**config.mk**
```make
export PLATFORM = sky130hd
export DESIGN_NAME = mem_access
export DESIGN_NICKNAME = d
export VERILOG_FILES = /design/src/rtl/mem_access_pkg.sv /design/src/rtl/mem_access_load_ext.sv /design/src/rtl/mem_access.sv
export SDC_FILE = /design/constraint.sdc
export NUM_CORES = 1
export LEC_CHECK = 0
export BUFFER_PORTS_ARGS = -buffer_cell sky130_fd_sc_hd__buf_4
export CAP_MARGIN = 20
export CELL_PAD_IN_SITES_DETAIL_PLACEMENT = 1
export CELL_PAD_IN_SITES_GLOBAL_PLACEMENT = 2
export CORE_UTILIZATION = 34
export DETAILED_ROUTE_END_ITERATION = 8
export PLACE_DENSITY_LB_ADDON = 0.25
export SLEW_MARGIN = 20
export SYNTH_ARGS = -nofsm -noshare
export SYNTH_HDL_FRONTEND = slang
export SYNTH_SLANG_ARGS = --single-unit
```
**constraint.sdc**
```tcl
create_clock -name clk -period 5.68 [get_ports clk]
set_clock_uncertainty 0.15 [all_clocks]
set_input_delay 1.42 -clock clk [delete_from_list [all_inputs] [get_ports clk]]
set_output_delay 1.42 -clock clk [all_outputs]
set_load 0.05 [all_outputs]
```
**src/rtl/mem_access_pkg.sv**
```systemverilog
// mem_access_pkg: opcode/funct3 constants, widths, state encoding and small
// decode helpers shared by the MEM-stage byte-serial load/store unit.
package mem_access_pkg;

    localparam int ADDR_W_DEF = 32;
    localparam int XLEN_DEF   = 32;

    localparam logic [6:0] LOAD_OP  = 7'b0000011;
    localparam logic [6:0] STORE_OP = 7'b0100011;

    localparam logic [2:0] F3_B  = 3'b000;
    localparam logic [2:0] F3_H  = 3'b001;
    localparam logic [2:0] F3_W  = 3'b010;
    localparam logic [2:0] F3_BU = 3'b100;
    localparam logic [2:0] F3_HU = 3'b101;

    localparam logic [4:0] NULL_WD   = 5'd0;
    localparam logic [7:0] NULL_BYTE = 8'd0;

    typedef enum logic [1:0] {
        IDLE   = 2'd0,
        ACCESS = 2'd1,
        WAIT   = 2'd2,
        DONE   = 2'd3
    } state_e;

    // True only for load/store opcodes carrying a funct3 we can execute.
    function automatic logic is_valid_access(input logic [6:0] op, input logic [2:0] f3);
        if (op == LOAD_OP)  return f3 inside {F3_B, F3_H, F3_W, F3_BU, F3_HU};
        if (op == STORE_OP) return f3 inside {F3_B, F3_H, F3_W};
        return 1'b0;
    endfunction

    // Bytes moved by an access: 1, 2 or 4.
    function automatic logic [2:0] byte_count(input logic [2:0] f3);
        case (f3[1:0])
            2'b00:   return 3'd1;
            2'b01:   return 3'd2;
            default: return 3'd4;
        endcase
    endfunction

    // Halfwords need addr[0]==0, words need addr[1:0]==0.
    function automatic logic is_misaligned(input logic [2:0] f3, input logic [1:0] addr_lo);
        case (f3[1:0])
            2'b01:   return addr_lo[0];
            2'b10:   return addr_lo != 2'b00;
            default: return 1'b0;
        endcase
    endfunction

endpackage

```
**src/rtl/mem_access_load_ext.sv**
```systemverilog
// mem_load_ext: assembles the captured little-endian bytes and applies
// sign/zero extension selected by funct3 (purely combinational).
module mem_load_ext
    import mem_access_pkg::*;
#(
    parameter int XLEN = XLEN_DEF
) (
    input  logic [3:0][7:0]  bytes_i,
    input  logic [2:0]       funct3_i,
    output logic [XLEN-1:0]  data_o
);

    logic [31:0] word;
    assign word = bytes_i;

    // Select the extension rule for the access size.
    always_comb begin
        data_o = '0;
        case (funct3_i)
            F3_B:    data_o = {{(XLEN-8){word[7]}}, word[7:0]};
            F3_H:    data_o = {{(XLEN-16){word[15]}}, word[15:0]};
            F3_BU:   data_o = {{(XLEN-8){1'b0}}, word[7:0]};
            F3_HU:   data_o = {{(XLEN-16){1'b0}}, word[15:0]};
            default: data_o = {{(XLEN-32){1'b0}}, word};
        endcase
    end

endmodule

```
**src/rtl/mem_access.sv**
```systemverilog
// mem_access: MEM-stage unit performing RISC-V loads/stores one byte per cycle
// over a byte-wide synchronous RAM, stalling the pipeline while busy.
// Build option: define MISALIGN_TRAP_EN to trap misaligned H/W accesses
// (no RAM traffic, writeback suppressed, misalign pulsed).
module mem_access
    import mem_access_pkg::*;
#(
    parameter int ADDR_W = ADDR_W_DEF,
    parameter int XLEN   = XLEN_DEF
) (
    input  logic              clk,
    input  logic              rst,
    input  logic [4:0]        in_wd,
    input  logic              in_wreg,
    input  logic [XLEN-1:0]   in_wdata,
    input  logic [6:0]        in_op,
    input  logic [2:0]        in_funct3,
    input  logic [ADDR_W-1:0] in_mem_addr,
    input  logic [XLEN-1:0]   in_reg,
    output logic              stall_req,
    output logic              ram_en,
    output logic              ram_wr,
    output logic [ADDR_W-1:0] ram_addr,
    output logic [7:0]        ram_dout,
    input  logic [7:0]        ram_din,
    output logic [4:0]        wb_wd,
    output logic              wb_wreg,
    output logic [XLEN-1:0]   wb_wdata,
    output logic              misalign
);

    state_e            state_q, state_d;
    logic              is_store_q, is_store_d;
    logic [2:0]        funct3_q, funct3_d;
    logic [ADDR_W-1:0] addr_q, addr_d;
    logic [31:0]       sdata_q, sdata_d;
    logic [4:0]        wd_q, wd_d;
    logic              wreg_q, wreg_d;
    logic [2:0]        cnt_q, cnt_d;
    logic [3:0][7:0]   bytes_q, bytes_d;
    logic              trap_q, trap_d;
    logic [4:0]        wb_wd_q, wb_wd_d;
    logic              wb_wreg_q, wb_wreg_d;
    logic [XLEN-1:0]   wb_wdata_q, wb_wdata_d;
    logic              ram_en_q, ram_en_d;
    logic              ram_wr_q, ram_wr_d;
    logic [ADDR_W-1:0] ram_addr_q, ram_addr_d;
    logic [7:0]        ram_dout_q, ram_dout_d;

    logic              mem_op;
    logic              in_trap;
    logic [2:0]        cnt_inc;
    logic [2:0]        last_cnt;
    logic [1:0]        cap_idx;
    logic [XLEN-1:0]   load_val;

    assign mem_op   = is_valid_access(in_op, in_funct3);
    assign cnt_inc  = cnt_q + 3'd1;
    assign last_cnt = byte_count(funct3_q) - 3'd1;
    // Byte issued on the previous cycle is the one arriving on ram_din now.
    assign cap_idx  = cnt_q[1:0] - 2'd1;

    mem_load_ext #(.XLEN(XLEN)) u_load_ext (
        .bytes_i  (bytes_q),
        .funct3_i (funct3_q),
        .data_o   (load_val)
    );

`ifdef MISALIGN_TRAP_EN
    logic misalign_q, misalign_d;
    assign in_trap    = mem_op && is_misaligned(in_funct3, in_mem_addr[1:0]);
    assign misalign_d = (state_q == DONE) && trap_q;
    // Pulse the flag in the cycle the suppressed writeback becomes visible.
    always_ff @(posedge clk) begin
        if (rst) misalign_q <= 1'b0;
        else     misalign_q <= misalign_d;
    end
    assign misalign = misalign_q;
`else
    assign in_trap  = 1'b0;
    assign misalign = 1'b0;
`endif

    // Next-state, RAM strobe, byte capture and writeback selection.
    always_comb begin
        // NOTE: every target gets a default first so no path can infer a latch.
        state_d    = state_q;
        is_store_d = is_store_q;
        funct3_d   = funct3_q;
        addr_d     = addr_q;
        sdata_d    = sdata_q;
        wd_d       = wd_q;
        wreg_d     = wreg_q;
        cnt_d      = cnt_q;
        bytes_d    = bytes_q;
        trap_d     = trap_q;
        wb_wd_d    = wb_wd_q;
        wb_wreg_d  = wb_wreg_q;
        wb_wdata_d = wb_wdata_q;
        ram_en_d   = ram_en_q;
        ram_wr_d   = ram_wr_q;
        ram_addr_d = ram_addr_q;
        ram_dout_d = ram_dout_q;
        stall_req  = 1'b0;

        case (state_q)
            IDLE: begin
                if (mem_op) begin
                    stall_req  = 1'b1;
                    is_store_d = (in_op == STORE_OP);
                    funct3_d   = in_funct3;
                    addr_d     = in_mem_addr;
                    sdata_d    = in_reg[31:0];
                    wd_d       = in_wd;
                    wreg_d     = in_wreg;
                    cnt_d      = 3'd0;
                    bytes_d    = '0;
                    wb_wd_d    = NULL_WD;
                    wb_wreg_d  = 1'b0;
                    wb_wdata_d = '0;
                    if (in_trap) begin
                        trap_d  = 1'b1;
                        state_d = DONE;
                    end else begin
                        trap_d     = 1'b0;
                        ram_en_d   = 1'b1;
                        ram_wr_d   = (in_op == STORE_OP);
                        ram_addr_d = in_mem_addr;
                        ram_dout_d = in_reg[7:0];
                        state_d    = ACCESS;
                    end
                end else begin
                    // Unsupported funct3 on a load/store opcode must not write a register.
                    wb_wd_d    = in_wd;
                    wb_wreg_d  = in_wreg && (in_op != LOAD_OP) && (in_op != STORE_OP);
                    wb_wdata_d = in_wdata;
                end
            end
            ACCESS: begin
                stall_req = 1'b1;
                cnt_d     = cnt_inc;
                if (!is_store_q && cnt_q != 3'd0) bytes_d[cap_idx] = ram_din;
                if (cnt_q == last_cnt) begin
                    ram_en_d   = 1'b0;
                    ram_wr_d   = 1'b0;
                    ram_dout_d = NULL_BYTE;
                    state_d    = is_store_q ? DONE : WAIT;
                end else begin
                    ram_addr_d = addr_q + ADDR_W'(cnt_inc);
                    ram_dout_d = sdata_q[{cnt_inc[1:0], 3'b000} +: 8];
                end
            end
            WAIT: begin
                stall_req        = 1'b1;
                bytes_d[cap_idx] = ram_din;
                state_d          = DONE;
            end
            DONE: begin
                wb_wd_d    = wd_q;
                wb_wreg_d  = wreg_q && !trap_q;
                wb_wdata_d = (is_store_q || trap_q) ? '0 : load_val;
                trap_d     = 1'b0;
                state_d    = IDLE;
            end
            default: state_d = IDLE;
        endcase
    end

    // State and output registers; reset abandons any access in flight.
    always_ff @(posedge clk) begin
        // NOTE: sequential state uses non-blocking assignments only.
        if (rst) begin
            state_q    <= IDLE;
            is_store_q <= 1'b0;
            funct3_q   <= 3'd0;
            addr_q     <= '0;
            sdata_q    <= '0;
            wd_q       <= NULL_WD;
            wreg_q     <= 1'b0;
            cnt_q      <= 3'd0;
            bytes_q    <= '0;
            trap_q     <= 1'b0;
            wb_wd_q    <= NULL_WD;
            wb_wreg_q  <= 1'b0;
            wb_wdata_q <= '0;
            ram_en_q   <= 1'b0;
            ram_wr_q   <= 1'b0;
            ram_addr_q <= '0;
            ram_dout_q <= NULL_BYTE;
        end else begin
            state_q    <= state_d;
            is_store_q <= is_store_d;
            funct3_q   <= funct3_d;
            addr_q     <= addr_d;
            sdata_q    <= sdata_d;
            wd_q       <= wd_d;
            wreg_q     <= wreg_d;
            cnt_q      <= cnt_d;
            bytes_q    <= bytes_d;
            trap_q     <= trap_d;
            wb_wd_q    <= wb_wd_d;
            wb_wreg_q  <= wb_wreg_d;
            wb_wdata_q <= wb_wdata_d;
            ram_en_q   <= ram_en_d;
            ram_wr_q   <= ram_wr_d;
            ram_addr_q <= ram_addr_d;
            ram_dout_q <= ram_dout_d;
        end
    end

    assign ram_en   = ram_en_q;
    assign ram_wr   = ram_wr_q;
    assign ram_addr = ram_addr_q;
    assign ram_dout = ram_dout_q;
    assign wb_wd    = wb_wd_q;
    assign wb_wreg  = wb_wreg_q;
    assign wb_wdata = wb_wdata_q;

endmodule

```
==> results.txt <==
The run gives 8,078 as the number of global-route vias before repair. The count of nets left with antenna violations once routing finished came out at 0. Final number of hold-violating endpoints: 0.

The fraction of final layout cells with drive strength greater than 1 was 0.238. The first global-routing pass estimated 43,600 um of wire. Logic gate share of total power: 0.392.

The floorplan has 57 rows. Normalized max-slew margin: 0.303. The routed layout has 7,871 vias. The area share of the largest cell type after synthesis is 0.443, and the leakage component of the power is 0.00415 uW.

For the initial core utilization, the log shows 0.351. The highest fanout seen on the critical path came out at 6. Setup repair after global routing left no endpoint under its margin. On the critical path, the stage with the largest delay is an instance of sky130_fd_sc_hd__and2_1. TritonCTS built the clock tree. The family of cells with the greatest summed delay on the critical path is simple AND/OR/NAND/NOR gates.

The ratio of final minimum period to clock period was 0.776; the total number of yosys warnings was 0. Yosys attributes the largest share of cell area to sky130_fd_sc_hd__dfxtp_1, sky130_fd_sc_hd__nand2_1, sky130_fd_sc_hd__a21oi_1. The arrival time of the worst setup path was 2.84 ns.

For the initial antenna violation count, the log shows 0. The placed instances occupy a cell area of 0.0103 mm^2. Synthesis produced 997 cells.

The worst hold-check slack was 0.310 ns. Clock slew seen by the registers of the worst setup and hold paths: 0.08 ns. Footprint of the multi-input gates: 0.00437 mm^2. The critical path contains buffers and inverters numbering 2 combined.

The total routed wirelength was 27,400 um; the detailed-route vias per instance was 5.30. After synthesis, the mean cell area works out to 8.65 um^2. For the proportion of power drawn by the clock network, the log shows 0.257. The clock passes through at most 2 buffers.

The vertical die dimension was 161 um; the post-synthesis instance area was 0.00863 mm^2. The die is 161 um wide. The flop and latch count out of synthesis came out at 191.

The final period demand of the worst path was 4.41 ns. The tools report the switching component of the power as 2010 uW. The type of element capturing the critical path is a primary output. The final-layout setup total negative slack was 0 ns. The run finished with clean final reports. Input and output buffers added on the ports amount to 202. The run gives 0.443 as the sequential element share of the synthesized area.

The maximum number of pins on one net before global-route repair is 79. The H-tree generated during clock tree synthesis spans 4 levels. The delay of the slowest cell on the worst path works out to 0.32 ns.

The run gives 0.45 ns as the clock latency of the later-clocked register in the worst-skew pair. The count of boundary I/O pins was 204. Detail-routed net length per standard cell: 18.4 um.

The run gives 1,283 as the number of nets at the end of the flow. The total power density per cell area came out at 432 mW/mm^2. The path class of the tightest hold or removal check is flop to flop. Switching power as a share of total power: 0.428. The final count of pins violating max slew was 0. The signal on the critical path passes through buf_4 -> nor4_2 -> and2_1 -> nand3_1 -> nor2_4 -> nor2_1 -> nor2_1 -> buf_4. The tree built by TritonCTS fans out to 191 sinks.

The tools report the finished layout cell area as 0.0109 mm^2. At the worst endpoint, the required time is 4.11 ns. The tools report the worst-case setup slack after placement as 1.25 ns. Internal power comes to 2690 uW. In this run the standard cell core region covers 0.0246 mm^2. The logs give 227 MHz for the highest attainable clock frequency and 17 for the clock buffer count from CTS.

The async set-reset flop share out of synthesis came out at 0. After layout, the worst setup slack is 1.27 ns. Setup violations remaining at the end of the flow were counted as 0. The most common flop cell mapped by yosys is sky130_fd_sc_hd__dfxtp_1. In the final layout, flip-flops and latches occupy 0.00382 mm^2.

For the pin with the worst max-slew slack, the measured transition is 1.04 ns. Detailed placement finished with a half-perimeter wire length of 18,500 um. In the post-synthesis netlist, the cell with the most instances is sky130_fd_sc_hd__dfxtp_1.

The first detailed-routing pass took 4 iterations. The logs give 63 for the count of cell types in the netlist and 0 for the post-detailed-route DRC marker count. The run gives 0 as the number of maximum-capacitance violations.

The die covers 0.0260 mm^2. In this run, post-CTS hold repair placed 0 buffers. The number of buffers added for setup after CTS came out at 0. At the end of routability-driven placement, the weighted congestion stood at 0.768.

Root cell of the clock tree: sky130_fd_sc_hd__clkbuf_16. The cell type with the largest total area after synthesis is sky130_fd_sc_hd__dfxtp_1. After the first detailed-routing iteration, the DRC count stood at 405.

The number of synthesized flops with an enable pin is 0. Across the VDD grid, the largest voltage drop is 0.201 mV. Number of diodes added for antenna fixing: 0. Relative to the synthesized area, the layout overhead comes to 26.0%. The number of nets handed over by synthesis was 1,132. Gates resized during post-CTS repair numbered 0. Global routing finished with a remaining overflow of 0. For the part of the power in registers, the log shows 0.351. The tools report the overall routing resource usage as 0.211. The worst setup path is launched from a primary input. The critical path start-end classification was primary input to primary output.

For the number of inserted filler cells in the final layout, the log shows 2,907. After synthesis, the most frequently instantiated cells are sky130_fd_sc_hd__dfxtp_1, sky130_fd_sc_hd__nand2_1, sky130_fd_sc_hd__a21oi_1.
## metrics by stage
stage,utilization,power (uW),instances
2_1_floorplan,-,2960,997
3_3_place_gp,0.417,3520,1452
3_5_place_dp,0.417,3540,1452
4_1_cts,0.440,4750,1484
5_1_grt,0.442,4930,1485
6_report,0.442,4700,1485
## power groups by stage
stage	Sequential (uW)	Clock [uW]	Combinational, uW
finish	1650	1200	1840
global placement	1680	0	1840
global route	1670	1290	1970
CTS	1650	1230	1870
detailed placement	1680	0	1860
floorplan	2260	0	702
## metal layers
metal	vias up	share of wire	global-route usage
met4	0	0.026	0.0776
met1	3834	0.46	0.271
met5	-	0	0
met2	174	0.48	0.359
li1	3828	-	-
met3	35	0.035	0.0303
## layout by cell type (no fill, tap or decap), drive strengths merged, types with 3 or more instances in the layout
master	Yosys	layout
nor2b	40	40
clkbuf	49	18
buf	32	213
nor3	44	44
a22o	32	32
nand2	181	181
and2	9	9
nand4	9	9
clkinv	0	5
xnor2	14	14
mux4	8	8
a221oi	46	46
a211oi	8	8
ha	12	12
a31oi	14	14
o211ai	5	5
nor4b	11	11
inv	17	25
a21oi	96	96
dfxtp	191	191
nor2	43	43
nand2b	17	17
o22ai	6	6
mux2i	4	4
xor2	15	15
and3	8	8
nand3	16	16
nor4	3	3
o21ai	42	42
## registers in the layout, summed over array words and instances, names as in the netlist
register,flops
ram_dout,8
ram_wr,1
is_store_q,1
state_q,2
wb_wdata,32
wreg_q,1
ram_addr,32
cnt_q,3
wb_wreg,1
ram_en,1
sdata_q,32
funct3_q,3
wb_wd,5
wd_q,5
bytes_q,32
addr_q,32
## final timing paths
check / from / to / slack [ns] / depth (start not counted)
setup / recovery: in_op[3] / stall_req / 1.27 / 8
hold / removal: sdata_q[28] / sdata_q[28] / 0.31 / 2
hold reg to reg: sdata_q[28] / sdata_q[28] / 0.31 / 2
setup reg to reg: cnt_q[0] / ram_addr[16] / 1.68 / 10
## worst register-to-register path, cell delays in order (launching register included)
cell and delay (ns):
sky130_fd_sc_hd__dfxtp_1 0.77, sky130_fd_sc_hd__inv_1 0.26, sky130_fd_sc_hd__ha_1 0.77, sky130_fd_sc_hd__inv_1 0.15, sky130_fd_sc_hd__fa_1 0.43, sky130_fd_sc_hd__and2b_1 0.37
sky130_fd_sc_hd__o2111ai_4 0.24, sky130_fd_sc_hd__or3_1 0.41, sky130_fd_sc_hd__a31oi_1 0.17, sky130_fd_sc_hd__nand2_1 0.08, sky130_fd_sc_hd__a21oi_2 0.15
## kinds of logic after synthesis
logic type	count (synthesis)	share of synthesized area
buf+inv	98	0.0524
flops	191	0.443
other cells	1	0.000435
fa+ha+maj	13	0.0197
compound gates	263	0.205
simple gates	390	0.225
xor+xnor	29	0.0294
mux	12	0.0255
## area by class of cell
| type | instances | area share |
|---|---|---|
| clock inverter | 14 | 0.0131 |
| inverter | 17 | 0.00587 |
| sequential | 191 | 0.352 |
| tap | 324 | 0.0373 |
| clock buffer | 18 | 0.0404 |
| timing repair buffer | 213 | 0.149 |
| multi-input combinational | 708 | 0.402 |
Power figures use the tool's default switching activity.
